[config.mk]
export PLATFORM = sky130hd
export DESIGN_NAME = sms_audio_mixer
export DESIGN_NICKNAME = d
export VERILOG_FILES = /design/src/rtl/sms_audio_mixer.sv
export SDC_FILE = /design/constraint.sdc
export NUM_CORES = 1
export LEC_CHECK = 0
export ABC_AREA = 0
export BUFFER_PORTS_ARGS = -buffer_cell sky130_fd_sc_hd__buf_4
export CAP_MARGIN = 30
export CORE_MARGIN = 1.5
export CORE_UTILIZATION = 39
export CTS_CLUSTER_SIZE = 12
export DETAILED_ROUTE_END_ITERATION = 8
export GPL_TIMING_DRIVEN = 1
export PLACE_DENSITY_LB_ADDON = 0.08
export SLEW_MARGIN = 10
export SYNTH_ARGS = -nofsm -noshare
export SYNTH_HDL_FRONTEND = slang
export SYNTH_SLANG_ARGS = --single-unit
[constraint.sdc]
create_clock -name MCLK -period 8.9 [get_ports MCLK]
set_input_delay 0.445 -clock MCLK [delete_from_list [all_inputs] [get_ports MCLK]]
set_output_delay 0.445 -clock MCLK [all_outputs]
set_load 0.01 [all_outputs]
[src/rtl/sms_audio_mixer.sv]
// SMS board audio back end: box-filters and decimates the YM2413 and PSG levels
// to one sample per 2**WIN_LOG2 clocks, mixes them and owns the port $F2 control register.
module sms_audio_mixer #(
  parameter int WIN_LOG2   = 10,
  parameter int FM_SHIFT   = 6,
  parameter int FM_PRESENT = 1
) (
  input  logic        MCLK,
  input  logic        ext_reset,
  input  logic [7:0]  ADDRESS,
  input  logic [7:0]  DATA_i,
  input  logic        IORQ,
  input  logic        RD,
  input  logic        WR,
  output logic [7:0]  DATA_o,
  output logic        DATA_d,
  input  logic [9:0]  opll_mo,
  input  logic [9:0]  opll_ro,
  input  logic [15:0] vdp_psg,
  output logic [17:0] aud_l,
  output logic [17:0] aud_r,
  output logic        sample_valid
);

  localparam int  AFW   = 11 + WIN_LOG2;
  localparam int  APW   = 16 + WIN_LOG2;
  localparam bit  FM_EN = (FM_PRESENT != 0);

  logic [WIN_LOG2-1:0]   cnt_q, cnt_d;
  logic signed [AFW-1:0] acc_fm_q, acc_fm_d;
  logic [APW-1:0]        acc_psg_q, acc_psg_d;
  logic [1:0]            mode_q, mode_d;
  logic                  wr_q, wr_d;
  logic [17:0]           aud_q, aud_d;
  logic                  sample_valid_q, sample_valid_d;

  logic [10:0]           fm_sum_s;
  logic signed [10:0]    f_s;
  logic signed [AFW-1:0] tot_fm_s;
  logic [APW-1:0]        tot_psg_s;
  logic signed [10:0]    fm_avg_s;
  logic [15:0]           psg_avg_s;
  logic signed [18:0]    fm_term_s;
  logic signed [18:0]    psg_term_s;
  logic signed [18:0]    mix_s;
  logic [17:0]           mix_sat_s;
  logic                  win_end_s;
  logic                  wr_fall_s;
  logic                  rd_sel_s;
  logic                  unused_data_s;

  // Window accumulation, averaging, mixing and control-register next state
  always_comb begin
    fm_sum_s   = {1'b0, opll_mo} + {1'b0, opll_ro};
    f_s        = signed'(fm_sum_s - 11'd1024);
    tot_fm_s   = acc_fm_q + {{(AFW-11){f_s[10]}}, f_s};
    tot_psg_s  = acc_psg_q + {{(APW-16){1'b0}}, vdp_psg};
    // Upper bits of the signed total are the floor (arithmetic-shift) average
    fm_avg_s   = tot_fm_s[AFW-1:WIN_LOG2];
    psg_avg_s  = tot_psg_s[APW-1:WIN_LOG2];
    win_end_s  = &cnt_q;

    if (mode_q[0]) begin
      fm_term_s = signed'({{8{fm_avg_s[10]}}, fm_avg_s}) <<< FM_SHIFT;
    end else begin
      fm_term_s = 19'sd0;
    end

    if ((mode_q == 2'b00) || (mode_q == 2'b11)) begin
      psg_term_s = signed'({3'b000, psg_avg_s});
    end else begin
      psg_term_s = 19'sd0;
    end

    mix_s = fm_term_s + psg_term_s;
    if (mix_s[18] != mix_s[17]) begin
      mix_sat_s = mix_s[18] ? 18'h20000 : 18'h1FFFF;
    end else begin
      mix_sat_s = mix_s[17:0];
    end

    cnt_d = cnt_q + {{(WIN_LOG2-1){1'b0}}, 1'b1};
    if (win_end_s) begin
      acc_fm_d       = '0;
      acc_psg_d      = '0;
      aud_d          = mix_sat_s;
      sample_valid_d = 1'b1;
    end else begin
      acc_fm_d       = tot_fm_s;
      acc_psg_d      = tot_psg_s;
      aud_d          = aud_q;
      sample_valid_d = 1'b0;
    end

    wr_d      = WR;
    wr_fall_s = wr_q & ~WR & ~IORQ & (ADDRESS == 8'hF2);
    if (!FM_EN) begin
      mode_d = 2'b00;
    end else if (wr_fall_s) begin
      mode_d = DATA_i[1:0];
    end else begin
      mode_d = mode_q;
    end
  end

  // Port $F2 read path, combinational from the bus strobes
  always_comb begin
    rd_sel_s = FM_EN & ~IORQ & ~RD & (ADDRESS == 8'hF2);
    DATA_d   = ~rd_sel_s;
    if (rd_sel_s) begin
      DATA_o = {6'h00, mode_q};
    end else begin
      DATA_o = 8'h00;
    end
  end

  assign unused_data_s = ^DATA_i[7:2];

  // State registers with synchronous reset; a reset discards the partial window
  always_ff @(posedge MCLK) begin
    if (ext_reset) begin
      cnt_q          <= '0;
      acc_fm_q       <= '0;
      acc_psg_q      <= '0;
      mode_q         <= 2'b00;
      wr_q           <= 1'b1;
      aud_q          <= 18'h00000;
      sample_valid_q <= 1'b0;
    end else begin
      cnt_q          <= cnt_d;
      acc_fm_q       <= acc_fm_d;
      acc_psg_q      <= acc_psg_d;
      mode_q         <= mode_d;
      wr_q           <= wr_d;
      aud_q          <= aud_d;
      sample_valid_q <= sample_valid_d;
    end
  end

  assign aud_l        = aud_q;
  assign aud_r        = aud_q;
  assign sample_valid = sample_valid_q;

endmodule

==> results.md, run 1 <==
* Run status: completed
* Buffer and inverter count on the worst path at 3
* Global-route wire length before repair at between 15 and 20 mm
* Post-synth top area share at 29.7%
* Vias/cell at 5.11
* Setup Skew at roughly 0.0069 ns
* Post-synth EDFFs at 0
* Top Ports at 103
* Die area at 14,300 um^2
* Sw frac at 35.7%
* GRT Total Usage at 16.9%
* CTS tree: built
* Worst Path Required at between 9 and 10 ns
* Slowest CP cell: o41ai_2
* Maximum clock rate at 161 MHz
* Final instance area at 6380 um^2
* Flops & latches, synth at 79
* Resized Gates After CTS at 0
* Hold Vio Cnt, Final at 0
* Synth Area per Inst at approximately 8.5 um^2
* Vias in the first global route at 4,385
* R2r endpoint: aud_l[10]$_SDFFE_PP0P_
* Pwr dens at between 200 and 300 nW/um^2
* Max FO, Critical Path at 10
* DR vias at 4,485
* Longest Clk Path Bufs at 2
* Post-route clock period utilization at 70.0%
* P_sw at around 0.57 mW
* Yosys warns at 0
* Fill cell count at roughly 1,400
* TritonCTS Buffers at 9
* Placer congestion estimate at just over 0.8
* CTS Sinks at 79
* Final Max Slew Viols at 0
* Area of the multi-input gates at 3460 um^2
* Row cnt at 42
* Max IR drop VDD at roughly 0.14 mV
* WHS Path Cells at 2
* N_diodes at 0
* Synth area leaders: dfxtp_1 30%, ha_1 14%, nor2_1 5.8%, xnor2_1 5.8%, xor2_1 3.5%
* Post-synth top flop: dfxtp_1
* Tmin final at 6.23 ns
* Worst EP arrival at between 6 and 7 ns
* Die H at between 100 and 150 um
* Core Region at 13,300 um^2
* Most frequent cells after synthesis: 82 x nor2_1, 79 x dfxtp_1, 58 x ha_1
* Final nets at between 800 and 900
* Max Cap Viol at 0
* DP HPWL at 8.99 mm
* Iter 0 DRT Violations at 179
* Initial antenna violation count at 0
* Initial Util at around 40%
* Clock Latency Late Sink at about 0.34 ns
* Setup violators final at 0
* Setup_tns at 0 ns
* Hold EP: wr_q$_SDFF_PP1_
* Register area at 1580 um^2
* Largest net degree at the start of global routing at 38
* Internal Dissipation at about 1.0 mW
* CTS Root Cell: clkbuf_16
* Gate Count Post-Synth at 623
* Grt total ovfl at 0
* Min-delay worst type: in -> reg
* CP endpoint kind: register
* Startpoint Class: input pin
* Largest stage delay on the critical path at about 0.53 ns
* Seq/Total Area, Yosys at 29.7%
* Power, Total at 1.61 mW
* Layout area overhead at 19.9%
* Router iterations before antenna repair at 6
* DRC at 0
* Antenna viol nets, final at 0
* Pleak at 2.91 nW
* Clock power frac at 26.8%
* Hold path startpoint: WR
* Fin util at 48.0%
* Worst R2R Setup Slack at 3.56 ns
* Post-synth ARST share at 0%
* Count of cell types in the netlist at 56
* Critical path's top delay family: compound AO/OA/AOI/OAI gates
* Clk pin slew, worst setup/hold paths at 0.06 ns
* Post-Syn Area at 5320 um^2
* WS Path Type: in -> reg
* Share of layout cells above drive strength 1 at 17.4%
* Most common cell in the synthesized netlist: nor2_1
* Seq pwr share at 28.1%
* Worst r2r src: acc_psg_q[0]$_SDFF_PP0_
* Post-placement cell area at 6030 um^2
* RSZ-0062 raised after global routing: no
* DRT Wirelength at 11.5 mm
* Slew margin rel. at 39.6%
* WL per Instance at 13.1 um
* Comb power frac at a little under half
* H-Tree Depth at 3
* Reg2Reg Depth at 21
* Die width at 120 um
* Hold buffers post-CTS at 0
* Post-CTS setup buffer count at 0
* Largest area contributor in the netlist: dfxtp_1
* IO buf count at 90
* Slew @ Worst Pin at roughly 0.9 ns
[how the worst max path moves through the flow]
stage	start	depth (start not counted)	end	slack (ns)
5_1_grt	opll_mo[0]	25	aud_l[5]$_SDFFE_PP0P_	2.26
3_5_place_dp	opll_mo[0]	25	aud_l[8]$_SDFFE_PP0P_	2.32
2_1_floorplan	opll_mo[0]	25	aud_l[5]$_SDFFE_PP0P_	2.98
6_report	opll_mo[0]	26	aud_l[10]$_SDFFE_PP0P_	2.67
4_1_cts	opll_mo[0]	25	aud_l[8]$_SDFFE_PP0P_	2.65
3_3_place_gp	opll_mo[0]	26	aud_l[4]$_SDFFE_PP0P_	2.08
[final cells by class]
cell class              instances  share of cell area, %
inverters                      20                   1.18
flip-flops and latches         79                   24.8
repair buffers                 93                   10.9
well taps                     176                   3.45
multi-input cells             493                   54.2
clock inverters                 5                   1.63
clock buffers                  11                   3.81
[layout by cell type (no fill, tap or decap), drive strengths merged, types with 2 or more instances in the layout]
cell	synthesis	layout
a211oi	9	9
a21boi	3	3
a21o	17	17
a21oi	32	32
a31oi	5	5
and2	17	17
and3	6	6
and4	2	2
buf	26	93
bufinv	0	3
clkbuf	10	11
conb	1	6
dfxtp	79	79
fa	4	4
ha	58	58
inv	20	21
mux2i	8	8
nand2	41	41
nand2b	7	7
nand3	14	14
nand3b	4	4
nand4	5	5
nor2	82	82
nor2b	6	6
nor3	13	13
nor3b	7	7
nor4	3	3
o211ai	13	13
o21a	12	12
o21ai	20	20
o21bai	7	7
o31a	3	3
o31ai	6	6
or2	5	5
or3	6	6
or4	2	2
xnor2	35	35
xor2	21	21
[metal layers]
metal  wire [um]  GRT usage, %
met2        5540          29.0
met3         386          2.80
met1        5370          21.4
met4         195          6.25
met5           0             0
[power groups by stage]
stage / registers [mW] / logic (mW) / clock network [mW]
after floorplan: 0.454 / 0.587 / 0
after global placement: 0.458 / 0.711 / 0
after detailed placement: 0.460 / 0.721 / 0
after CTS: 0.452 / 0.728 / 0.442
after global routing: 0.460 / 0.827 / 0.458
final: 0.451 / 0.725 / 0.430
[registers in the layout, summed over array words and instances (netlist names)]
register / count
acc_fm_q: 21
wr_q: 1
mode_q: 2
aud_l: 18
cnt_q: 10
acc_psg_q: 26
sample_valid: 1
[kinds of logic after synthesis]
kind of cell,Yosys count,synth area share [%]
other,1,0.0705
and+or+nand+nor,224,20.6
AOI/OAI and AO/OA,137,17.9
adders and majority gates,62,15.1
DFF,79,29.7
buffers and inverters,56,5.79
muxes,8,1.51
xor gates and xnor gates,56,9.22
[stage by stage]
stage,hold WS (ns),setup WS [ns],instances
3_3_place_gp,0.428,2.08,860
4_1_cts,0.288,2.65,877
6_report,0.298,2.67,877
2_1_floorplan,0.418,2.98,628
3_5_place_dp,0.443,2.32,861
5_1_grt,0.292,2.26,877
Note: power is estimated with default switching activity, not from simulation.
==> run 2, diff against run 1 <==
clock period = 5.7 ns   (was 8.9 ns; I/O delays follow)
==> run 2 against run 1 <==
Effect of this change: total power up 67%; sequential share of layout area down 2.0 points; utilization is 4.1 points higher; clock power up 47%; clock skew fell by 0.0019 ns; first-iteration DRC count down 11%; wire length increased by 8.7%; global-route usage is 0.61 points higher; via count is 5.7% higher; hold slack worse by 0.16 ns.
==> results.md, run 2 (same netlist as run 1, synthesis figures left out) <==
* Die width at 120 um
* WL per Instance at between 10 and 15 um
* Setup Slack @ Placement at -0.339 ns
* Setup violators final at 0
* Largest stage delay on the critical path at between 0.5 and 0.6 ns
* GRT Total Usage at approximately 18%
* Share of layout cells above drive strength 1 at 26.5%
* IO buf count at 90
* Global-route wire length before repair at 20.4 mm
* Worst Path Required at slightly below 6 ns
* Buffer and inverter count on the worst path at 5
* CP Depth at 29
* Power, Total at around 2.7 mW
* Vias in the first global route at 4,456
* Iter 0 DRT Violations at 159
* Die H at 120 um
* DRC at 0
* Slowest CP cell: or4b_4
* Pleak at around 3.2 nW
* Core Region at ~13,000 um^2
* WS Path Type: in -> reg
* Comb power frac at 49.9%
* Longest Clk Path Bufs at 2
* Largest net degree at the start of global routing at 38
* Reg2Reg Depth at 20
* Placer congestion estimate at 0.813
* Clock Latency Late Sink at 0.34 ns
* DR vias at approximately 4,700
* Vias/cell at between 5 and 6
* Setup Skew at between 0.004 and 0.005 ns
* N_diodes at 0
* Final Max Slew Viols at 0
* CTS Root Cell: clkbuf_16
* Worst EP arrival at 5.82 ns
* H-Tree Depth at 3
* Min-delay worst type: in -> reg
* Biggest register: acc_psg_q
* Seq pwr share at 26.6%
* Layout area overhead at 30.2%
* Sw frac at 36.6%
* Clk pin slew, worst setup/hold paths at 0.06 ns
* Startpoint Class: input pin
* Max FO, Critical Path at 6
* Initial Util at 40.0%
* Antenna viol nets, final at 0
* CP endpoint kind: register
* Cell Count, Final, Fillers Out at 934
* Most used cell, CP: buf_4
* CTS Sinks at 79
* Clock power frac at 23.5%
* DRT Wirelength at approximately 12 mm
* DP HPWL at 9.38 mm
* Initial antenna violation count at 0
* Die area at 14,300 um^2
* Top Ports at 103
* Max reg flops at 26
* Fill cell count at between 1,000 and 1,500
* Pwr dens at a little under 400 nW/um^2
* Row cnt at 42
* Hold Vio Cnt, Final at 0
* Slew @ Worst Pin at roughly 0.89 ns
* Worst R2R Setup Slack at between 0.7 and 0.8 ns
* Tmin final at 5.56 ns
* CTS tree: built
* Final nets at 872
* Critical path's top delay family: compound AO/OA/AOI/OAI gates
* Setup WS post-layout at ~0.14 ns
* Max IR drop VDD at 0.199 mV
* Run status: completed
* Placed cells at ~910
* Most common cell after layout, fill and taps aside: buf_4
* Post-placement cell area at 6390 um^2
* Slew margin rel. at 40.3%
* Maximum clock rate at 180 MHz
* Internal Dissipation at around 1.7 mW
* Post-route clock period utilization at 97.5%
* Max Cap Viol at 0
* WHS Path Cells at 2
* Most frequent cells in the layout: 149 x buf_4, 80 x nor2_1, 79 x dfxtp_1
* Final instance area at 6920 um^2
* P_sw at about 0.98 mW
* Router iterations before antenna repair at 4
* TritonCTS Buffers at 9
* Fin util at 52.1%
* Grt total ovfl at 0
==> run 2: cell count changes in the layout (fill, tap and decap cells not counted), sizes merged <==
cell / previous run / this run
clkinv: 1 / 2
or4b: 1 / 2
inv: 21 / 20
bufinv: 3 / 2
buf: 93 / 149
clkinvlp: 0 / 1
==> run 2: final timing paths <==
check / startpoint / to
worst max-delay path: opll_mo[0] / aud_l[4]$_SDFFE_PP0P_
worst min-delay path: WR / wr_q$_SDFF_PP1_
worst max register to register: acc_fm_q[0]$_SDFF_PP0_ / aud_l[4]$_SDFFE_PP0P_
worst min register to register: cnt_q[0]$_SDFF_PP0_ / cnt_q[0]$_SDFF_PP0_
==> run 2: cell type report <==
| type | count | area (um^2) | area share (%) |
|---|---|---|---|
| Inverter | 20 | 75.1 | 1.08 |
| Multi-Input combinational cell | 494 | 3600 | 52.1 |
| Sequential cell | 79 | 1580 | 22.8 |
| Clock buffer | 11 | 243 | 3.51 |
| Tap cell | 176 | 220 | 3.18 |
| Clock inverter | 5 | 81.3 | 1.17 |
| Timing Repair Buffer | 149 | 1120 | 16.2 |
==> run 2: power groups by stage <==
stage          combinational [mW]  sequential (mW)  clock, mW
3_5_place_dp                 1.24            0.720          0
4_1_cts                      1.25            0.709      0.649
6_report                     1.34            0.711      0.630
2_1_floorplan               0.918            0.708          0
5_1_grt                      1.50            0.723      0.674
3_3_place_gp                 1.22            0.715          0
==> run 2: worst reg2reg max path, delay by kind of cell, from the launching register on <==
| family | cells | cell delay, ns |
|---|---|---|
| buffers and inverters | 2 | 0.35 |
| AND/OR/NAND/NOR | 5 | 1.09 |
| XOR/XNOR | 1 | 0.14 |
| flip-flops | 1 | 0.30 |
| AO/OA/AOI/OAI | 9 | 2.04 |
| adder cells (fa/ha/maj) | 3 | 0.95 |
==> run 2: repair_timing <==
item	CTS	global route
pin swaps	0	20
cloned	0	1
hold buffers	0	0
resized for setup	1	26
hold endpoints to repair	0	0
setup buffers	0	9
setup endpoints to repair	5	15
==> run 2: metal layers <==
layer	up-vias	GRT usage (%)	share of wire [%]
li1	2452	-	-
met1	2186	22.6	47
met2	80	29.1	47
met3	22	2.47	3.1
met4	0	7.74	2.5
met5	-	0	0
==> run 2: metrics by stage <==
stage | TNS [ns] | hold WS, ns
finish | 0 | 0.136
global placement | -2.61 | 0.430
detailed placement | -3.71 | 0.441
global route | -0.554 | 0.143
floorplan | 0 | 0.392
CTS | 0 | 0.124
